### src/rtl/decode_issue_ctrl_pkg.sv
// Shared types for the decode/issue control slice.
//   decode_ctrl_state_e : sequencing state (RUN accepts fetch, SERIAL waits on commit)
//   INSTR_W             : instruction word width presented to the decoder
//   ptr_w()             : pointer width for a circular buffer of a given depth
package decode_issue_ctrl_pkg;

  typedef enum logic {
    RUN    = 1'b0,
    SERIAL = 1'b1
  } decode_ctrl_state_e;

  localparam int unsigned INSTR_W = 32;

  // A depth-1 buffer still needs a one-bit pointer to keep the vectors legal.
  function automatic int unsigned ptr_w(input int unsigned depth);
    return (depth > 1) ? $clog2(depth) : 1;
  endfunction

endpackage

### src/rtl/decode_issue_ctrl_if.sv
// Handshake/bus bundle between frontend, decoder, issue and commit and the
// decode_issue_ctrl block.
//   slave  : the control block's view (fetch/decoder/issue/commit inputs in,
//            fetch_ready, decoder input register, FIFO head and stall out)
//   master : the surrounding pipeline's view (directions reversed)
interface decode_issue_ctrl_if
  import decode_issue_ctrl_pkg::*;
#(
  parameter int unsigned ENTRY_W = 256,
  parameter int unsigned VLEN    = 64
);
  logic               flush_i;
  logic               fetch_valid_i;
  logic               fetch_ready_o;
  logic [INSTR_W-1:0] fetch_instr_i;
  logic [VLEN-1:0]    fetch_pc_i;
  logic               fetch_is_compressed_i;
  logic               dec_valid_o;
  logic [INSTR_W-1:0] dec_instr_o;
  logic [VLEN-1:0]    dec_pc_o;
  logic               dec_is_compressed_o;
  logic [ENTRY_W-1:0] dec_entry_i;
  logic               dec_serial_i;
  logic               issue_valid_o;
  logic               issue_ready_i;
  logic [ENTRY_W-1:0] issue_entry_o;
  logic               issue_serial_o;
  logic               commit_serial_i;
  logic               stall_o;

  modport slave (
    input  flush_i, fetch_valid_i, fetch_instr_i, fetch_pc_i, fetch_is_compressed_i,
    input  dec_entry_i, dec_serial_i, issue_ready_i, commit_serial_i,
    output fetch_ready_o, dec_valid_o, dec_instr_o, dec_pc_o, dec_is_compressed_o,
    output issue_valid_o, issue_entry_o, issue_serial_o, stall_o
  );

  modport master (
    output flush_i, fetch_valid_i, fetch_instr_i, fetch_pc_i, fetch_is_compressed_i,
    output dec_entry_i, dec_serial_i, issue_ready_i, commit_serial_i,
    input  fetch_ready_o, dec_valid_o, dec_instr_o, dec_pc_o, dec_is_compressed_o,
    input  issue_valid_o, issue_entry_o, issue_serial_o, stall_o
  );
endinterface

### src/rtl/decode_issue_ctrl_entry_fifo.sv
// decode_entry_fifo: DEPTH x WIDTH circular buffer of decoded entries.
//   clk_i/rst_i : clock, synchronous active-high reset (clears storage too)
//   clr_i       : flush, empties the buffer next cycle
//   push_i      : write wdata_i at the tail
//   pop_i       : drop the head
//   rdata_o     : head entry (holds its last value while empty)
//   count_o     : number of stored entries
// Push and pop in the same cycle while full is accepted; count is unchanged.
module decode_entry_fifo
  import decode_issue_ctrl_pkg::*;
#(
  parameter int unsigned DEPTH = 2,
  parameter int unsigned WIDTH = 8
) (
  input  logic                       clk_i,
  input  logic                       rst_i,
  input  logic                       clr_i,
  input  logic                       push_i,
  input  logic                       pop_i,
  input  logic [WIDTH-1:0]           wdata_i,
  output logic [WIDTH-1:0]           rdata_o,
  output logic [$clog2(DEPTH+1)-1:0] count_o
);
  localparam int unsigned PTR_W = ptr_w(DEPTH);
  localparam int unsigned CNT_W = $clog2(DEPTH + 1);

  logic [WIDTH-1:0] mem [DEPTH];
  logic [PTR_W-1:0] wr_ptr, rd_ptr;
  logic [CNT_W-1:0] count;
  logic             full, empty, do_push, do_pop;

  assign full    = (count == CNT_W'(DEPTH));
  assign empty   = (count == '0);
  assign do_pop  = pop_i && !empty;
  // A full buffer can still take a write when the head leaves in the same cycle.
  assign do_push = push_i && !clr_i && (!full || do_pop);

  always_ff @(posedge clk_i) begin
    if (rst_i || clr_i) begin
      wr_ptr <= '0;
      rd_ptr <= '0;
      count  <= '0;
    end else begin
      if (do_push) wr_ptr <= (wr_ptr == PTR_W'(DEPTH - 1)) ? '0 : wr_ptr + 1'b1;
      if (do_pop)  rd_ptr <= (rd_ptr == PTR_W'(DEPTH - 1)) ? '0 : rd_ptr + 1'b1;
      case ({do_push, do_pop})
        2'b10:   count <= count + 1'b1;
        2'b01:   count <= count - 1'b1;
        default: count <= count;
      endcase
    end
  end

  // Storage is cleared on reset so the head output reads zero out of reset.
  always_ff @(posedge clk_i) begin
    if (rst_i) begin
      for (int i = 0; i < DEPTH; i++) mem[i] <= '0;
    end else if (do_push) begin
      mem[wr_ptr] <= wdata_i;
    end
  end

  assign rdata_o = mem[rd_ptr];
  assign count_o = count;
endmodule

### src/rtl/decode_issue_ctrl.sv
// decode_issue_ctrl: frontend -> decoder input register -> decoded-entry FIFO
// -> issue. Serializing instructions block fetch until commit confirms them.
//   clk_i/rst_i : clock, synchronous active-high reset
//   io (slave)  : fetch handshake, decoder in/out, issue handshake,
//                 commit_serial pulse, flush, stall indication
module decode_issue_ctrl
  import decode_issue_ctrl_pkg::*;
#(
  parameter int unsigned DEPTH   = 2,
  parameter int unsigned ENTRY_W = 256,
  parameter int unsigned VLEN    = 64
) (
  input  logic               clk_i,
  input  logic               rst_i,
  decode_issue_ctrl_if.slave io
);
  localparam int unsigned CNT_W  = $clog2(DEPTH + 1);
  localparam int unsigned FIFO_W = ENTRY_W + 1;

  decode_ctrl_state_e state_q, state_d;

  logic               vld_p0;
  logic [INSTR_W-1:0] instr_p0;
  logic [VLEN-1:0]    pc_p0;
  logic               comp_p0;

  logic [CNT_W-1:0]   count;
  logic [FIFO_W-1:0]  head;
  logic               issue_valid, issue_hs, dreg_move, push;
  logic               fetch_ready, fetch_hs;

  assign issue_valid = (count != '0);
  assign issue_hs    = issue_valid && io.issue_ready_i;
  // The register drains when there is room, including room made by this cycle's pop.
  assign dreg_move   = vld_p0 && ((count < CNT_W'(DEPTH)) || issue_hs);
  assign push        = dreg_move && !io.flush_i;
  // Refill the register only when it is empty or draining a non-serializing op.
  assign fetch_ready = !rst_i && (state_q == RUN) && !io.flush_i &&
                       (!vld_p0 || (dreg_move && !io.dec_serial_i));
  assign fetch_hs    = io.fetch_valid_i && fetch_ready;

  always_ff @(posedge clk_i) begin
    if (rst_i) state_q <= RUN;
    else       state_q <= state_d;
  end

  // A serializing push beats a same-cycle commit; flush beats everything.
  always_comb begin
    state_d = state_q;
    if (io.flush_i)                           state_d = RUN;
    else if (push && io.dec_serial_i)         state_d = SERIAL;
    else if (state_q == SERIAL && io.commit_serial_i) state_d = RUN;
  end

  // ---- stage p0: decoder input register ----
  always_ff @(posedge clk_i) begin
    if (rst_i || io.flush_i) vld_p0 <= 1'b0;
    else if (fetch_hs)       vld_p0 <= 1'b1;
    else if (dreg_move)      vld_p0 <= 1'b0;
  end

  always_ff @(posedge clk_i) begin
    if (rst_i) begin
      instr_p0 <= '0;
      pc_p0    <= '0;
      comp_p0  <= 1'b0;
    end else if (fetch_hs) begin
      instr_p0 <= io.fetch_instr_i;
      pc_p0    <= io.fetch_pc_i;
      comp_p0  <= io.fetch_is_compressed_i;
    end
  end

  // ---- stage p1: decoded-entry FIFO toward issue ----
  decode_entry_fifo #(
    .DEPTH (DEPTH),
    .WIDTH (FIFO_W)
  ) u_fifo (
    .clk_i   (clk_i),
    .rst_i   (rst_i),
    .clr_i   (io.flush_i),
    .push_i  (push),
    .pop_i   (issue_hs),
    .wdata_i ({io.dec_serial_i, io.dec_entry_i}),
    .rdata_o (head),
    .count_o (count)
  );

  assign io.fetch_ready_o       = fetch_ready;
  assign io.dec_valid_o         = vld_p0;
  assign io.dec_instr_o         = instr_p0;
  assign io.dec_pc_o            = pc_p0;
  assign io.dec_is_compressed_o = comp_p0;
  assign io.issue_valid_o       = issue_valid;
  assign io.issue_serial_o      = head[FIFO_W-1];
  assign io.issue_entry_o       = head[ENTRY_W-1:0];
  assign io.stall_o             = (state_q == SERIAL);
endmodule

### src/flat_wrapper.sv
// flat-port wrapper written by rule: the top's interface ports become plain ports
module decode_issue_ctrl_flat import decode_issue_ctrl_pkg::*;
#(
  parameter int unsigned DEPTH   = 2,
  parameter int unsigned ENTRY_W = 256,
  parameter int unsigned VLEN    = 64
)
  (clk_i, rst_i, io_flush_i, io_fetch_valid_i, io_fetch_instr_i, io_fetch_pc_i, io_fetch_is_compressed_i, io_dec_entry_i, io_dec_serial_i, io_issue_ready_i, io_commit_serial_i, io_fetch_ready_o, io_dec_valid_o, io_dec_instr_o, io_dec_pc_o, io_dec_is_compressed_o, io_issue_valid_o, io_issue_entry_o, io_issue_serial_o, io_stall_o);
  decode_issue_ctrl_if #(.ENTRY_W(ENTRY_W), .VLEN(VLEN)) io_i ();
  input  logic clk_i;
  input  logic rst_i;
  input wire logic [$bits(io_i.flush_i)-1:0] io_flush_i;
  input wire logic [$bits(io_i.fetch_valid_i)-1:0] io_fetch_valid_i;
  input wire logic [$bits(io_i.fetch_instr_i)-1:0] io_fetch_instr_i;
  input wire logic [$bits(io_i.fetch_pc_i)-1:0] io_fetch_pc_i;
  input wire logic [$bits(io_i.fetch_is_compressed_i)-1:0] io_fetch_is_compressed_i;
  input wire logic [$bits(io_i.dec_entry_i)-1:0] io_dec_entry_i;
  input wire logic [$bits(io_i.dec_serial_i)-1:0] io_dec_serial_i;
  input wire logic [$bits(io_i.issue_ready_i)-1:0] io_issue_ready_i;
  input wire logic [$bits(io_i.commit_serial_i)-1:0] io_commit_serial_i;
  output wire logic [$bits(io_i.fetch_ready_o)-1:0] io_fetch_ready_o;
  output wire logic [$bits(io_i.dec_valid_o)-1:0] io_dec_valid_o;
  output wire logic [$bits(io_i.dec_instr_o)-1:0] io_dec_instr_o;
  output wire logic [$bits(io_i.dec_pc_o)-1:0] io_dec_pc_o;
  output wire logic [$bits(io_i.dec_is_compressed_o)-1:0] io_dec_is_compressed_o;
  output wire logic [$bits(io_i.issue_valid_o)-1:0] io_issue_valid_o;
  output wire logic [$bits(io_i.issue_entry_o)-1:0] io_issue_entry_o;
  output wire logic [$bits(io_i.issue_serial_o)-1:0] io_issue_serial_o;
  output wire logic [$bits(io_i.stall_o)-1:0] io_stall_o;
  assign io_i.flush_i = io_flush_i;
  assign io_i.fetch_valid_i = io_fetch_valid_i;
  assign io_i.fetch_instr_i = io_fetch_instr_i;
  assign io_i.fetch_pc_i = io_fetch_pc_i;
  assign io_i.fetch_is_compressed_i = io_fetch_is_compressed_i;
  assign io_i.dec_entry_i = io_dec_entry_i;
  assign io_i.dec_serial_i = io_dec_serial_i;
  assign io_i.issue_ready_i = io_issue_ready_i;
  assign io_i.commit_serial_i = io_commit_serial_i;
  assign io_fetch_ready_o = io_i.fetch_ready_o;
  assign io_dec_valid_o = io_i.dec_valid_o;
  assign io_dec_instr_o = io_i.dec_instr_o;
  assign io_dec_pc_o = io_i.dec_pc_o;
  assign io_dec_is_compressed_o = io_i.dec_is_compressed_o;
  assign io_issue_valid_o = io_i.issue_valid_o;
  assign io_issue_entry_o = io_i.issue_entry_o;
  assign io_issue_serial_o = io_i.issue_serial_o;
  assign io_stall_o = io_i.stall_o;
  decode_issue_ctrl #(.DEPTH(DEPTH), .ENTRY_W(ENTRY_W), .VLEN(VLEN)) u_core (.clk_i(clk_i), .rst_i(rst_i), .io(io_i));
endmodule
### config.mk
export PLATFORM = sky130hd
export DESIGN_NAME = decode_issue_ctrl_flat
export DESIGN_NICKNAME = d
export VERILOG_FILES = /design/src/rtl/decode_issue_ctrl_pkg.sv /design/src/rtl/decode_issue_ctrl_if.sv /design/src/rtl/decode_issue_ctrl_entry_fifo.sv /design/src/rtl/decode_issue_ctrl.sv /design/src/flat_wrapper.sv
export SDC_FILE = /design/constraint.sdc
export NUM_CORES = 1
export LEC_CHECK = 0
export BUFFER_PORTS_ARGS = -buffer_cell sky130_fd_sc_hd__buf_2
export CAP_MARGIN = 20
export CORE_MARGIN = 10
export CORE_UTILIZATION = 25
export DETAILED_ROUTE_END_ITERATION = 7
export PLACE_DENSITY = 0.55
export SYNTH_ARGS = -nofsm -noshare
export SYNTH_HDL_FRONTEND = slang
export SYNTH_SLANG_ARGS = --single-unit
### constraint.sdc
create_clock -name clk_i -period 16.8 [get_ports clk_i]
set_clock_uncertainty 0.05 [all_clocks]
set_input_delay 0.84 -clock clk_i [delete_from_list [all_inputs] [get_ports clk_i]]
set_output_delay 0.84 -clock clk_i [all_outputs]
set_load 0.1 [all_outputs]
==> results.txt <==
----------------------------------------------------
[STA]
  Share of the clock period used by the worst path after layout ... 26.27%
  Number of endpoints failing setup at the final stage ... 0
  Minimum clock period after layout ... 4.414 ns
  Endpoints failing hold ... 0
  Slew HR ... 22.38%
  Upper clock frequency limit ... 0.2266 GHz
  Final-layout setup total negative slack ... 0 ns
  Number of pins with negative max-slew slack in the final report ... 0
  Worst-Margin Slew ... 1.164 ns
  RSZ-0062 raised after global routing ... false

[Yosys]
  Combinational family with the most area after synthesis ... simple AND/OR/NAND/NOR gates
  Most instantiated library cell after synthesis ... sky130_fd_sc_hd__and2_1
  Mapped Nets ... 2239
  Synth Flop Type ... sky130_fd_sc_hd__edfxtp_1
  Post-synthesis share of cell area spent on xor and xnor gates ... 0.09875%
  Number of distinct library cells after synthesis ... 36
  Most used standard cells in the synthesized netlist ... 515 x sky130_fd_sc_hd__and2_1, 514 x sky130_fd_sc_hd__edfxtp_1, 257 x sky130_fd_sc_hd__mux2_2
  Adder-cell share of the synthesized area ... 0.04703%
  Async S/R FF share, synth ... 0%
  Cell type contributing the most total cell area after synthesis ... sky130_fd_sc_hd__edfxtp_1
  Post-synthesis mux area share ... 10.88%
  Gate count after technology mapping ... 1878
  Number of storage elements in the synthesis netlist ... 618
  Post-Synthesis Cell Area ... 0.02661 sq mm
  Yosys top cell area share ... 58.01%
  Compound-Gate Fraction of Synth Area ... 5.337%
  Portion of the post-synthesis area used by sequential elements ... 65.84%
  Synthesis warning total ... 0
  Simple-gate portion of the synthesized area ... 15.04%
  Mapped Avg Cell Area ... 14.17 sq um
  Top post-synthesis cells by area ... sky130_fd_sc_hd__edfxtp_1 58%, sky130_fd_sc_hd__and2_1 12%, sky130_fd_sc_hd__mux2_2 11%
  EDFF count, synth ... 514

[Hold path]
  Class of the tightest hold or removal check ... reg -> reg

[Cells and area]
  Number of filler cells placed in the layout ... 10740
  Area grow syn2layout ... 27.17%
  Total area of sequential cells ... 0.01752 sq mm
  End-of-flow core utilization ... 32.10%
  Layout cell share with drive strength beyond 1 ... 44.23%
  Net total in the final layout ... 2894
  Multi-input combinational cell area ... 0.008387 sq mm

[Floorplan]
  Die outline height ... 346.2 um
  Area of the die ... 0.1199 sq mm
  Die outline width ... 346.2 um
  Starting utilization of the core area ... 25.24%
  Row count ... 119
  Top-level port count ... 718
  Placeable Area ... 0.1054 sq mm

[Detailed routing]
  Count of antenna-violating nets left after detailed routing ... 0
  Drc violations ... 0
  Via-per-instance ratio ... 4.392
  Detailed router's first-iteration violation count ... 1152
  Per-cell routed wire length ... 20.19 um
  Total Routed Length ... 80.73 mm
  Detailed-route via count ... 17570
  Router iterations before antenna repair ... 4

[GRT]
  Leftover overflow at the end of global routing ... 0
  Pin count of the biggest net entering global routing ... 132
  Vias in the first global route ... 18320
  Number of antenna violations at the first check in global routing ... 23
  First-pass GRT wire length ... 118.4 mm
  GRT Util Overall ... 12.83%

[CTS]
  Clock root cell ... sky130_fd_sc_hd__clkbuf_16
  CTS clk-pin slew, worst paths ... 0.06 ns
  Number of resized instances in the post-cts repair step ... 0
  Clock tree buffer depth ... 3
  Clock tree from TritonCTS ... yes
  Num CTS Buffers ... 74
  Clock latency on the worst-skew pair ... 0.61 ns
  CTS H-tree lvls ... 3
  Number of buffers inserted by hold repair at cts ... 0
  Post CTS Setup Buffer Count ... 0
  CTS sink cnt ... 618

[Critical path]
  Category of the worst setup path launch point ... flop
  Standard cell with the maximum stage delay on the critical path ... sky130_fd_sc_hd__buf_4
  CP dominant cell by count ... sky130_fd_sc_hd__buf_4
  Slowest stage delay, CP ... 0.83 ns
  Type of the worst setup path ... reg -> out
  Max Fanout on Critical Path ... 66
  Setup crit end kind ... output pin
  Worst path top cell family by delay ... buffers and inverters
  Worst path buffer plus inverter count ... 3
  Data arrival time at the worst-slack endpoint ... 3.52 ns
  Required time at the worst-slack endpoint ... 15.91 ns
  Critical-path cell list ... buf_4 -> buf_4 -> mux2_2 -> buf_2

[Placed design]
  Total of buffers placed on input and output ports ... 717
  Half-perimeter wire length after detailed placement ... 54.12 mm
  Final estimated routing congestion in global placement ... 0.7586

[Power and ir drop]
  Power per cell area ... 108.9 mW/mm^2
  Leakage ... 13.57 nW
  IR Drop Worst-Case VDD ... 75.06 uV

[Flow run]
  Max-cap violations ... 0

[Status]
  Outcome ... complete, no violations

----------------------------------------------------
worst reg2reg max path, cell delays in order, from the launching register on:
cell and delay [ns]:
sky130_fd_sc_hd__dfxtp_1 0.52, sky130_fd_sc_hd__inv_2 0.14, sky130_fd_sc_hd__or3_1 0.45, sky130_fd_sc_hd__o21bai_4 0.45
sky130_fd_sc_hd__buf_4 0.77, sky130_fd_sc_hd__buf_4 0.96
placed cells by master, fill, tap and decap left out, drive strengths merged, types with 2 or more instances in the layout:
cell,count
a21oi,100
and2,515
buf,740
bufinv,4
clkbuf,93
clkinv,33
clkinvlp,3
dfxtp,104
diode,17
edfxtp,514
inv,3
mux2,257
nand4,97
nor2,5
nor4b,2
o21a,2
o21ai,2
o31ai,97
or2,3
or3,3
xnor2,2
cell families (layout without fill, tap and decap cells):
kind of cell	count (synthesis)	count (layout)
xor+xnor	3	3
other cells	0	17
flops	618	618
simple gates	633	633
fa+ha+maj	1	1
buf+inv	163	876
mux	257	257
compound gates	203	203
routing by layer:
metal | global-route usage [%] | share of wire (%)
met2 | 22.15 | 51
met1 | 14.35 | 38
met4 | 4.846 | 2.6
met5 | 0 | 0.12
met3 | 4.666 | 8.3
power breakdown:
group	leakage (nW)	switching, W	internal, W
Clock	1.14	0.000639	0.000902
Sequential	6.16	0.0000141	0.00171
Combinational	6.26	0.000342	0.0000809
path summary, 6_finish.rpt:
path	start	to	slack, ns	cells past startpoint
hold / removal	u_core.io.dec_pc_o[7]	u_core.io.dec_pc_o[7]	0.41	2
hold reg to reg	u_core.io.dec_pc_o[7]	u_core.io.dec_pc_o[7]	0.41	2
setup reg to reg	u_core.io.dec_valid_o	u_core.u_fifo.mem[0][24]	13.01	5
setup / recovery	flop	io_issue_entry_o[178]	12.39	4
layout make-up:
class / count / area share (%)
clock buffer: 93 / 5.865
clock inverter: 41 / 1.054
antenna: 17 / 0.1257
sequential: 618 / 51.78
timing repair buffer: 740 / 11.22
inverter: 2 / 0.02219
tap: 1391 / 5.144
multi-input combinational: 1097 / 24.79
per-stage QoR:
stage	instance area, sq um	std cells	worst slack [ns]	hold WS, ns	power [W]
2_1_floorplan	26610	1878	2.331	0.4309	0.002077
3_3_place_gp	31440	3847	12.42	0.4013	0.002180
3_5_place_dp	31450	3848	12.41	0.4061	0.002182
4_1_cts	33790	3982	12.28	0.3485	0.003739
5_1_grt	33820	3995	12.19	0.3913	0.003816
6_report	33840	3999	12.39	0.4125	0.003686
flip-flops by register name (all words and copies together) (netlist names), named ones only:
signal / count
u_core.u_fifo.mem: 514
u_core.io.dec_pc_o: 64
u_core.io.dec_instr_o: 32
u_core.u_fifo.count_o: 2
u_core.io.dec_is_compressed_o: 1
u_core.io.dec_valid_o: 1
u_core.io.stall_o: 1
u_core.u_fifo.rd_ptr: 1
u_core.u_fifo.wr_ptr: 1
Note: power is estimated with default switching activity, not from simulation.
